**config.mk**
```make
export PLATFORM = sky130hd
export DESIGN_NAME = lfsr_whitening
export DESIGN_NICKNAME = d
export VERILOG_FILES = /design/src/rtl/lfsr_whitening.sv
export SDC_FILE = /design/constraint.sdc
export NUM_CORES = 1
export LEC_CHECK = 0
export CORE_MARGIN = 2
export CORE_UTILIZATION = 49
export CTS_CLUSTER_SIZE = 24
export DETAILED_ROUTE_END_ITERATION = 10
export GPL_TIMING_DRIVEN = 0
export PLACE_DENSITY = 0.82
export SLEW_MARGIN = 20
export SYNTH_ARGS = -nofsm -noshare
export SYNTH_HDL_FRONTEND = slang
export SYNTH_SLANG_ARGS = --single-unit
```
**constraint.sdc**
```tcl
create_clock -name clock -period 2.55 [get_ports clock]
set_clock_uncertainty 0.2 [all_clocks]
set_input_delay 0.255 -clock clock [delete_from_list [all_inputs] [get_ports clock]]
set_output_delay 0.255 -clock clock [all_outputs]
set_load 0.05 [all_outputs]
```
**src/rtl/lfsr_whitening.sv**
```systemverilog
`timescale 1ns/1ps
// LFSR whitening/dewhitening engine: additive or self-synchronising
// scrambling of an oversampled bit stream, one bit every SPB samples.
module lfsr_whitening #(
    parameter int unsigned         LFSR_LEN = 7,
    parameter logic [LFSR_LEN-1:0] TAPS     = 7'b1001000,
    parameter logic [LFSR_LEN-1:0] SEED     = '0,
    parameter int unsigned         SPB      = 50
) (
    input  logic                clock,
    input  logic                reset,
    input  logic                enable,
    input  logic [1:0]          mode,
    input  logic                seed_load,
    input  logic [LFSR_LEN-1:0] seed,
    input  logic                in_bit,
    output logic                out_bit,
    output logic                bit_strobe,
    output logic [15:0]         bit_count
);

    localparam logic [1:0]  MODE_PASS = 2'd0;
    localparam logic [1:0]  MODE_ADD  = 2'd1;
    localparam logic [1:0]  MODE_SCR  = 2'd2;
    localparam logic [1:0]  MODE_DSC  = 2'd3;
    localparam logic [15:0] CNT_LAST  = 16'(SPB - 1);

    logic [LFSR_LEN-1:0] r_state;
    logic [15:0]         r_count;
    logic [15:0]         r_bits;
    logic [1:0]          r_mode;
    logic                r_active;
    logic                r_out;
    logic                r_strobe;

    logic                w_first;
    logic [1:0]          w_mode;
    logic                w_f;
    logic                w_tick;
    logic                w_out;
    logic                w_fb;
    logic [LFSR_LEN-1:0] w_next;
    logic [15:0]         w_count_next;
    logic [15:0]         w_bits_next;

    // The mode input is only honoured on the first enabled cycle of a frame.
    assign w_first      = enable & ~r_active;
    assign w_mode       = w_first ? mode : r_mode;
    assign w_f          = ^(r_state & TAPS);
    assign w_tick       = enable && (r_count == 16'd0);
    assign w_count_next = (r_count == CNT_LAST) ? 16'd0 : r_count + 16'd1;
    assign w_bits_next  = w_first ? 16'd1 :
                          (r_bits == 16'hFFFF) ? r_bits : r_bits + 16'd1;

    always_comb begin
        w_out  = in_bit ^ w_f;
        w_fb   = w_f;
        w_next = r_state;
        unique case (w_mode)
            MODE_PASS: w_out = in_bit;
            MODE_ADD:  w_fb  = w_f;
            MODE_SCR:  w_fb  = in_bit ^ w_f;
            MODE_DSC:  w_fb  = in_bit;
        endcase
        if (w_mode != MODE_PASS) begin
            w_next = {r_state[LFSR_LEN-2:0], w_fb};
        end
    end

    always_ff @(posedge clock or negedge reset) begin
        if (!reset) begin
            r_state  <= SEED;
            r_count  <= 16'd0;
            r_bits   <= 16'd0;
            r_mode   <= MODE_PASS;
            r_active <= 1'b0;
            r_out    <= 1'b0;
            r_strobe <= 1'b0;
        end else if (seed_load) begin
            r_state  <= seed;
            r_count  <= 16'd0;
            r_bits   <= 16'd0;
            r_strobe <= 1'b0;
            if (w_first) begin
                r_active <= 1'b1;
                r_mode   <= mode;
            end
        end else if (!enable) begin
            r_state  <= SEED;
            r_count  <= 16'd0;
            r_active <= 1'b0;
            r_out    <= 1'b0;
            r_strobe <= 1'b0;
        end else begin
            r_active <= 1'b1;
            r_mode   <= w_mode;
            r_count  <= w_count_next;
            r_strobe <= w_tick;
            if (w_tick) begin
                r_state <= w_next;
                r_out   <= w_out;
                r_bits  <= w_bits_next;
            end
        end
    end

    assign out_bit    = r_out;
    assign bit_strobe = r_strobe;
    assign bit_count  = r_bits;

endmodule

```
== After elaboration in Yosys (flattened, before gate mapping) ==
Cells that the tools add are included.

* Flip-flop bits (word level): 44

* Add/subtract/negate cells: 2
* Equal/unequal tests: 9
* Muxes and demuxes: 24
* Bitwise gates (word level): 4
* Reductions and logical operators: 10

{| class="wikitable"
|+ Operator list
! cell !! count
|-
| 2-to-1 mux 16 bit || 8
|-
| adder 16 x 1 -> 16 bit (second input constant) || 2
|-
| 2-to-1 mux 7 bit || 4
|-
| equality test 16 bit (second input constant) || 1
|-
| equality test 16 x 6 -> 1 bit (second input constant) || 1
|-
| zero test 16 bit || 1
|-
| 2-to-1 mux 1 bit || 8
|-
| parity 7 bit || 1
|-
| 2-to-1 mux 2 bit || 3
|-
| != test 3 x 1 -> 1 bit (second input constant) || 2
|-
| nonzero test 2 bit || 3
|-
| equality test 2 bit (second input constant) || 2
|-
| != test 2 x 1 -> 1 bit (second input constant) || 2
|-
| AND reduction 2 bit || 2
|-
| != test 3 bit (second input constant) || 1
|-
| AND reduction 3 bit || 1
|-
| zero test 2 bit || 1
|-
| NOT 1 bit || 2
|-
| one-hot mux 1 bit (2 select lines) || 1
|-
| AND 1 bit || 1
|-
| logical AND 1 bit || 1
|-
| bitwise XOR 1 bit || 1
|}

== Longest topological paths before layout ==
Gate-level depths: netlist of run 1.

* Depth in word-level cells: 9
* Mapped depth: 8

== Worst setup path before layout of run 1 ==
Ideal clock, no wire load.

* Path kind: register to register
* Start: register r_bits[0], in the netlist bit_count[0]
* End: register r_bits[10], in the netlist bit_count[10]
* Setup time: 77 ps
* Arrival: 1992 ps
* Required time: 2273 ps
* Setup slack: 280 ps
* Stages on the path, launching flop included: 7
* Path buffers: 0
* Period minus slack after synthesis: 2270 ps
* Cells stage by stage: dfrtp_1 -> ha_1 -> and4_1 -> and2_1 -> nand2_1 -> or4_1 -> a21oi_1

* Word-level cells in the longest chain between the ends: 6
* Elaborated cells between the ends (all ways): 9
* Classes of those cells: 1 x add/sub; 2 x eq/ne; 5 x mux; 1 x reduce/logical

{| class="wikitable"
|+ RTL lines
! item !! RTL line !! RTL
|-
| start: declaration || 30 || <nowiki>logic [15:0] r_bits;</nowiki>
|-
| start signal: assignment || 102 || <nowiki>r_bits <= w_bits_next;</nowiki>
|-
| adder 16 x 1 -> 16 bit || 53 || <nowiki>(r_bits == 16'hFFFF) ? r_bits : r_bits + 16'd1;</nowiki>
|-
| 2-to-1 mux 16 bit || 53 ||
|-
| 2-to-1 mux 16 bit || 52 || <nowiki>assign w_bits_next = w_first ? 16'd1 :</nowiki>
|-
| 2-to-1 mux 16 bit || 99 || <nowiki>if (w_tick) begin</nowiki>
|-
| 2-to-1 mux 16 bit || 88 || <nowiki>end else if (!enable) begin</nowiki>
|-
| 2-to-1 mux 16 bit || 79 || <nowiki>end else if (seed_load) begin</nowiki>
|}

Several ways; a longest one is shown, not always the timed one. The select of a mux whose other input is x is not followed.
A chain may end at the register's enable or synchronous reset.

== Worst setup path after layout of run 1 ==
* Start: register r_count[0]
* End: register r_bits[12], in the netlist bit_count[12]

* Word-level cells in the longest chain between the ends: 4

{| class="wikitable"
|+ RTL lines
! item !! RTL line !! RTL
|-
| start: declaration || 29 || <nowiki>logic [15:0] r_count;</nowiki>
|-
| start signal: assignment || 97 || <nowiki>r_count <= w_count_next;</nowiki>
|-
| zero test 16 bit || 50 || <nowiki>assign w_tick = enable && (r_count == 16'd0);</nowiki>
|-
| logical AND 1 bit || 50 ||
|-
| nonzero test 2 bit (no line) || n/a ||
|-
| AND reduction 3 bit (no line) || n/a ||
|}

Every way passes these cells.

==> results of run 1 <==
synthesized netlist by cell type, types with 2 or more instances:
cell / instances / share of area [%]
a41oi_1: 2 / 0.71
and3_1: 3 / 0.76
xnor2_1: 3 / 1.1
a311o_1: 2 / 0.82
or3_1: 5 / 1.3
mux2_2: 2 / 0.92
ha_1: 4 / 2.0
clkbuf_1: 2 / 0.31
a31oi_1: 5 / 1.3
xor2_1: 10 / 3.6
and2_1: 5 / 1.3
nand4_1: 8 / 2.0
and3_2: 2 / 0.61
dfrtp_1: 44 / 45
nand2b_1: 5 / 1.3
and4_1: 6 / 2.1
nand3_1: 13 / 2.7
or4_1: 5 / 1.5
buf_6: 3 / 1.4
mux2i_1: 6 / 2.4
o21ai_0: 19 / 3.9
and4_2: 2 / 0.82
a32oi_1: 2 / 0.71
a21oi_1: 15 / 3.1
nor2_1: 22 / 3.4
o211ai_1: 3 / 0.92
nand2_1: 25 / 3.8
nor4_4: 2 / 1.7
inv_1: 8 / 1.2
o31ai_1: 3 / 0.92
what timing repair did:
item                                   CTS  global route
setup buffers                            0             2
endpoints found under the hold margin   44             0
setup endpoints to repair                0             7
hold buffers                             1             0
resized for setup                        0             1
cells by family (layout without fill, tap and decap cells):
family,after synthesis,count (layout)
DFF,44,44
muxes,8,8
buffers and inverters,14,56
and+or+nand+nor,113,113
adders and majority gates,4,4
xor gates and xnor gates,13,13
AOI/OAI and AO/OA,57,57
layout make-up:
| cell class | instances | area [um2] |
|---|---|---|
| well taps | 67 | 83.8 |
| clock inverters | 1 | 5.00 |
| repair buffers | 35 | 350 |
| flip-flops and latches | 44 | 1100 |
| clock buffers | 6 | 72.6 |
| multi-input cells | 195 | 1290 |
| fillers | 418 | 1810 |
| plain buffers | 6 | 48.8 |
| inverters | 8 | 30.0 |
power by group:
group | switching [mW] | total, mW | leakage (nW) | internal (mW)
registers | 0.0181 | 0.740 | 0.594 | 0.722
clock network | 0.232 | 0.418 | 0.0410 | 0.187
logic | 0.130 | 0.229 | 0.581 | 0.0997
flip-flops by register name (all words and copies together), names as in the netlist:
signal	count
r_mode	2
bit_count	16
r_active	1
out_bit	1
r_state	7
bit_strobe	1
r_count	16
routing by layer:
metal / part of all wire (%) / vias up / track usage (%)
li1: - / 1017 / -
met3: 4.7 / 7 / 4.42
met1: 45 / 1033 / 29.5
met2: 49 / 56 / 33.3
met5: 0 / - / 0
met4: 1.2 / 0 / 6.94
worst max-delay path by stage:
stage	startpoint	endpoint
floorplan	bit_count[0]$_DFFE_PN0P_	bit_count[10]$_DFFE_PN0P_
global placement	reset	r_state[3]$_DFFE_PN0P_
detailed placement	enable	bit_count[13]$_DFFE_PN0P_
CTS	r_count[0]$_DFF_PN0_	bit_count[13]$_DFFE_PN0P_
global route	r_count[0]$_DFF_PN0_	bit_count[12]$_DFFE_PN0P_
finish	r_count[0]$_DFF_PN0_	bit_count[12]$_DFFE_PN0P_
critical path, stage by stage, from the launching register on:
cell and delay [ns]:
dfrtp_1 0.42, inv_1 0.07, ha_1 0.13, nor3b_1 0.27, and4_4 0.31, nand3_2 0.12
buf_6 0.17, or4_1 0.40, a21oi_1 0.17
per-stage QoR:
step | hold WS (ns) | TNS [ns]
3_5_place_dp | -0.0327 | -0.0333
4_1_cts | 0.176 | 0
6_report | 0.178 | 0
2_1_floorplan | -0.241 | 0
5_1_grt | 0.197 | 0
3_3_place_gp | 0.293 | -8.52
==> summary.txt, run 1 <==
CTS root buffer = clkbuf_8
final hold viol count = 0
Die H = 74.8 um
Post-synth ARST share = 100%
Final ANT Viol Nets = 0
Final Cycle Share = 92.0%
Reg2Reg Setup Slack = 0.20 ns
Avg WL per Cell = 15.2 um
most common cell after layout, fill and taps aside = dfrtp_1
core area = 4790 um2
min-delay worst type = primary input to asynchronous set/reset pin
worst rel slew slack = 62.8%
Vias = 2113
WP data required = 2.57 ns
Avg Cell Area, Syn = 9.70 um2
Site Rows = 25
Layout Area Growth over Synthesis = 21.3%
Post-Synth XOR/XNOR Area = 4.64%
number of H-tree levels = 2
Final Power = 1.39 mW
width of the die = 74.8 um
status = completed
#FFs+latches synth = 44
Mapped Area = 2450 um2
crit start category = flip-flop
die area = 5590 um2
r2r endpoint = bit_count[12]$_DFFE_PN0P_
Num CTS Buffers = 5
initial drt markers = 129
Place WS = -0.0309 ns
worst r2r src = r_count[0]$_DFF_PN0_
final WL = 5.49 mm
Adder-Cell Fraction of Synth Area = 2.04%
dpl hpwl = 3.91 mm
EDFF count, synth = 0
post-route insts no fill = 362
Initial Util = 51.3%
synth warn = 0
first-pass GRT wire length = 9.14 mm
worst setup margin = 0.204 ns
Setup-failing EPs final = 0
leakage = 1.22 nW
Via density = 5.84
drt first pass iters = 4
CTS max path bufs = 2
IO Pins = 32
DRC = 0
max-slew violation count = 0
CP Capture Type = flip-flop
antenna violations before repair = 0
gr ovfl total = 0
Core Util, Final = 62.2%
most frequent cells in the layout = dfrtp_1, clkdlybuf4s50_1, nand2_1
Compound-Gate Fraction of Synth Area = 15.2%
main combinational cell family by area after synthesis = simple AND/OR/NAND/NOR gates
Max Freq = 426 MHz
overall routing resource usage = 21.2%
WP data arrival = 2.37 ns
Placed Cells = 352
largest net degree at the start of global routing = 34
vias in the first global route = 1959
share of layout cells above drive strength 1 = 9.49%
Netlist cell types = 47
VDD IR-drop max = 0.000345 V
Power Density = 466 nW/um2
measured slew at the worst slew-check pin = 0.555 ns
Tmin final = 2.35 ns
max-capacitance violation count = 0
CTS tree = done
routability cong. = 0.817
ant diodes = 0
I/O Buffers = 31
Reg2Reg Depth = 8
Seq/Total Area, Yosys = 44.9%
Syn Nets = 271
cell count after synthesis = 253
multiplexer share of the synthesized area = 3.36%
final non-filler cell area = 2980 um2
clk sinks = 44
crit path kind = flip-flop to flip-flop
nets@finish = 313
dominant synthesized flop cell = dfrtp_1
area post-placement = 2860 um2
Reg clk slew, reported paths = 0.08 ns
clock latency on the worst-skew pair = 0.29 ns
unrepaired setup endpoints after global routing = false
simple-gate share of the synthesized area = 26.7%
worst-path maximum fanout = 10
Note: power is estimated with default switching activity, not from simulation.
==> run 2, diff against run 1 <==
--- a/config.mk
+++ b/config.mk
@@ -11,7 +11,6 @@
 export DETAILED_ROUTE_END_ITERATION = 10
 export GPL_TIMING_DRIVEN = 0
 export PLACE_DENSITY = 0.82
-export SLEW_MARGIN = 20
 export SYNTH_ARGS = -nofsm -noshare
 export SYNTH_HDL_FRONTEND = slang
 export SYNTH_SLANG_ARGS = --single-unit
==> summary.txt, run 2 (synthesized netlist as in run 1, its figures left out) <==
status = completed
core area = 4790 um2
area post-placement = 2860 um2
most common cell after layout, fill and taps aside = dfrtp_1
worst rel slew slack = 63.2%
VDD IR-drop max = 0.000340 V
IO Pins = 32
Final ANT Viol Nets = 0
dpl hpwl = 3.89 mm
clock latency on the worst-skew pair = 0.29 ns
share of layout cells above drive strength 1 = 9.52%
WP data arrival = 2.37 ns
Power Density = 493 nW/um2
leakage = 1.23 nW
crit start category = flip-flop
CTS tree = done
I/O Buffers = 31
Max Freq = 424 MHz
Reg clk slew, reported paths = 0.08 ns
width of the die = 74.8 um
final WL = 5.51 mm
Num CTS Buffers = 5
clk sinks = 44
measured slew at the worst slew-check pin = 0.551 ns
most frequent cells in the layout = dfrtp_1, clkdlybuf4s50_1, nand2_1
Final Cycle Share = 92.6%
nets@finish = 313
post-route insts no fill = 361
Reg2Reg Depth = 8
routability cong. = 0.817
Avg WL per Cell = 15.3 um
antenna violations before repair = 0
max-slew violation count = 0
Die H = 74.8 um
Final Power = 1.48 mW
number of H-tree levels = 2
Reg2Reg Setup Slack = 0.19 ns
CTS root buffer = clkbuf_8
unrepaired setup endpoints after global routing = false
min-delay worst type = primary input to asynchronous set/reset pin
CTS max path bufs = 2
r2r endpoint = bit_count[12]$_DFFE_PN0P_
setup TNS = 0 ns
worst-path maximum fanout = 10
CP Capture Type = flip-flop
crit path kind = flip-flop to flip-flop
initial drt markers = 107
drt first pass iters = 4
vias in the first global route = 1931
WP data required = 2.56 ns
ant diodes = 0
DRC = 0
gr ovfl total = 0
final non-filler cell area = 3000 um2
first-pass GRT wire length = 8.98 mm
Initial Util = 51.3%
Layout Area Growth over Synthesis = 22.2%
Vias = 2123
Setup-failing EPs final = 0
overall routing resource usage = 20.7%
Placed Cells = 352
max-capacitance violation count = 0
die area = 5590 um2
final hold viol count = 0
Site Rows = 25
worst r2r src = r_count[0]$_DFF_PN0_
Via density = 5.88
Tmin final = 2.36 ns
largest net degree at the start of global routing = 35
## run 2: worst max path at each step
| stage | slack (ns) | endpoint | from | cells after the start |
|---|---|---|---|---|
| detailed placement | -0.02 | bit_count[13]$_DFFE_PN0P_ | enable | 6 |
| global placement | -0.19 | r_state[3]$_DFFE_PN0P_ | reset | 1 |
| floorplan | 0.28 | bit_count[10]$_DFFE_PN0P_ | bit_count[0]$_DFFE_PN0P_ | 6 |
| finish | 0.19 | bit_count[12]$_DFFE_PN0P_ | r_count[0]$_DFF_PN0_ | 8 |
| CTS | 0.05 | bit_count[13]$_DFFE_PN0P_ | r_count[0]$_DFF_PN0_ | 7 |
| global route | 0.05 | bit_count[12]$_DFFE_PN0P_ | r_count[0]$_DFF_PN0_ | 8 |
## run 2: worst max-delay path: stages (launching register included)
cell and delay (ns):
dfrtp_1 0.42, inv_1 0.07, ha_1 0.13, nor3b_1 0.28
and4_4 0.31, nand3_2 0.12, buf_6 0.17, or4_1 0.40
a21oi_1 0.17
## run 2: power breakdown
part	switching, mW	total, mW	internal [mW]
registers	0.0185	0.741	0.722
clock network	0.229	0.510	0.281
logic	0.129	0.228	0.0996
## run 2: layout make-up
type,instances,area [um2]
well taps,67,83.8
clock inverters,1,30.0
multi-input cells,195,1290
clock buffers,5,68.8
inverters,8,30.0
repair buffers,35,350
flip-flops and latches,44,1100
fillers,415,1790
plain buffers,6,48.8
## run 2: timing repair
item	4_1_cts	5_1_grt
setup buffers	0	2
endpoints found under the hold margin	44	0
setup endpoints to repair	0	7
gates resized for setup	0	1
hold buffers	1	0
## run 2: metrics by stage
stage / utilization, % / hold slack (ns) / setup slack [ns]
2_1_floorplan: - / -0.241 / 0.280
3_3_place_gp: 59.5 / 0.293 / -0.195
3_5_place_dp: 59.8 / -0.0462 / -0.0235
4_1_cts: 62.1 / 0.165 / 0.0456
5_1_grt: 62.7 / 0.181 / 0.0510
6_report: 62.7 / 0.166 / 0.190
## run 2: per-layer routing
| layer | global-route usage (%) | share of wire (%) | vias up |
|---|---|---|---|
| li1 | - | - | 1018 |
| met2 | 32.8 | 48 | 43 |
| met3 | 4.15 | 3.4 | 6 |
| met5 | 0 | 0 | - |
| met4 | 6.75 | 1.1 | 0 |
| met1 | 28.8 | 48 | 1056 |
==> run 3, diff against run 2 <==
--- a/config.mk
+++ b/config.mk
@@ -9,7 +9,6 @@
 export CORE_UTILIZATION = 49
 export CTS_CLUSTER_SIZE = 24
 export DETAILED_ROUTE_END_ITERATION = 10
-export GPL_TIMING_DRIVEN = 0
 export PLACE_DENSITY = 0.82
 export SYNTH_ARGS = -nofsm -noshare
 export SYNTH_HDL_FRONTEND = slang
==> summary.txt, run 3 (synthesized netlist as in run 1, its figures left out) <==
number of H-tree levels = 2
proportion of power drawn by combinational gates = 16.0%
Setup-failing EPs final = 0
Reg clk slew, reported paths = 0.08 ns
met3 Usage GRT = 4.82%
Vias = 2141
status = completed
setup TNS = 0 ns
Hold Slack = 0.169 ns
crit path cell chain = ha_1 -> and4_1 -> nand4_1 -> nand3_2 -> or4_1 -> a21oi_1
CTS root buffer = clkbuf_8
CP Capture Type = flip-flop
Largest stage delay, worst path = 0.55 ns
measured slew at the worst slew-check pin = 1.03 ns
Initial Util = 51.3%
Avg WL per Cell = 15.5 um
overall routing resource usage = 22.8%
first-pass GRT wire length = 9.70 mm
worst-path maximum fanout = 12
P_int = 1.00 mW
clk sinks = 44
largest net degree at the start of global routing = 26
Site Rows = 25
min-delay worst type = primary input to asynchronous set/reset pin
Num CTS Buffers = 5
Switch Pwr = 0.371 mW
final hold viol count = 0
nets@finish = 311
core area = 4790 um2
most common cell after layout, fill and taps aside = dfrtp_1
Layout Area Growth over Synthesis = 19.8%
clock latency on the worst-skew pair = 0.30 ns
CTS max path bufs = 2
dpl hpwl = 4.08 mm
met1 usage = 29.9%
max-capacitance violation count = 0
WP data arrival = 2.40 ns
ant diodes = 0
VDD IR-drop max = 0.000301 V
Power Density = 467 nW/um2
width of the die = 74.8 um
slowest stage cell, crit path = or4_1
share of layout cells above drive strength 1 = 9.90%
IO Pins = 32
crit start category = flip-flop
Flop pwr share = 54.0%
Via density = 5.95
post-route insts no fill = 360
Tmin final = 2.38 ns
Sw Ratio = 27.0%
most frequent cells in the layout = dfrtp_1, clkdlybuf4s50_1, nand2_1
Die H = 74.8 um
worst rel slew slack = 30.9%
initial drt markers = 191
busiest grt layer = met2
WP data required = 2.57 ns
GR Util met2 = 37.5%
leakage = 1.21 nW
Placed Cells = 352
routability cong. = 0.801
Core Util, Final = 61.4%
Final ANT Viol Nets = 0
max-slew violation count = 0
CTS tree = done
DRC = 0
Final Cycle Share = 93.4%
unrepaired setup endpoints after global routing = false
final WL = 5.58 mm
die area = 5590 um2
crit path kind = flip-flop to flip-flop
Max Freq = 420 MHz
clock share of power = 30.0%
I/O Buffers = 31
gr ovfl total = 0
vias in the first global route = 2118
drt first pass iters = 4
antenna violations before repair = 0
-- run 3: area by class of cell --
cell class / instances / area (um2)
repair buffers: 39 / 368
fillers: 419 / 1850
multi-input cells: 195 / 1280
inverters: 8 / 30.0
clock buffers: 6 / 72.6
clock inverters: 1 / 5.00
flip-flops and latches: 44 / 1100
well taps: 67 / 83.8
-- run 3: repair_timing --
item / in CTS / in global routing
endpoints found under the hold margin: 26 / 0
hold buffers: 1 / 0
buffers inserted: 0 / 0
endpoints found under the setup margin: 0 / 5
gates resized for setup: 0 / 1
-- run 3: worst paths after layout --
kind                                                from                        to  slack [ns]  depth (start not counted)
worst max-delay path            bit_count[0]$_DFFE_PN0P_  bit_count[7]$_DFFE_PN0P_        0.17                          6
max in group asynchronous                          reset      r_active$_DFFE_PN0P_        1.44                          3
worst min-delay path                               reset  bit_count[5]$_DFFE_PN0P_        0.17                          2
min in group clock                  r_count[0]$_DFF_PN0_      r_count[0]$_DFF_PN0_        0.31                          1
worst max register to register  bit_count[0]$_DFFE_PN0P_  bit_count[7]$_DFFE_PN0P_        0.17                          6
worst min register to register      r_count[0]$_DFF_PN0_      r_count[0]$_DFF_PN0_        0.31                          1
-- run 3: worst max-delay path: cells and delay by family (launching register included) --
family          cells  cell delay [ns]
compound gates      1             0.15
simple gates        4             1.22
flops               1             0.45
fa+ha+maj           1             0.28
-- run 3: through the flow --
step | power (mW) | cell area (um2) | setup slack, ns
CTS | 1.38 | 2940 | 0.175
detailed placement | 0.973 | 2850 | 0.0782
floorplan | 0.891 | 2450 | 0.280
global route | 1.44 | 2940 | 0.00736
finish | 1.37 | 2940 | 0.168
global placement | 0.966 | 2850 | 0.143
-- run 3: metal layers --
layer	vias to the layer above	wire (um)	share of wire [%]
met3	4	296	5.3
met1	1040	2460	44
li1	1020	-	-
met2	77	2760	49
met5	-	0	0
met4	0	59	1.1
-- run 3: power by group through the flow --
| stage | sequential, mW | clock (mW) | combinational (mW) |
|---|---|---|---|
| 2_1_floorplan | 0.771 | 0 | 0.120 |
| 3_5_place_dp | 0.755 | 0 | 0.218 |
| 6_report | 0.741 | 0.412 | 0.219 |
| 4_1_cts | 0.741 | 0.423 | 0.220 |
| 5_1_grt | 0.745 | 0.455 | 0.240 |
| 3_3_place_gp | 0.753 | 0 | 0.213 |
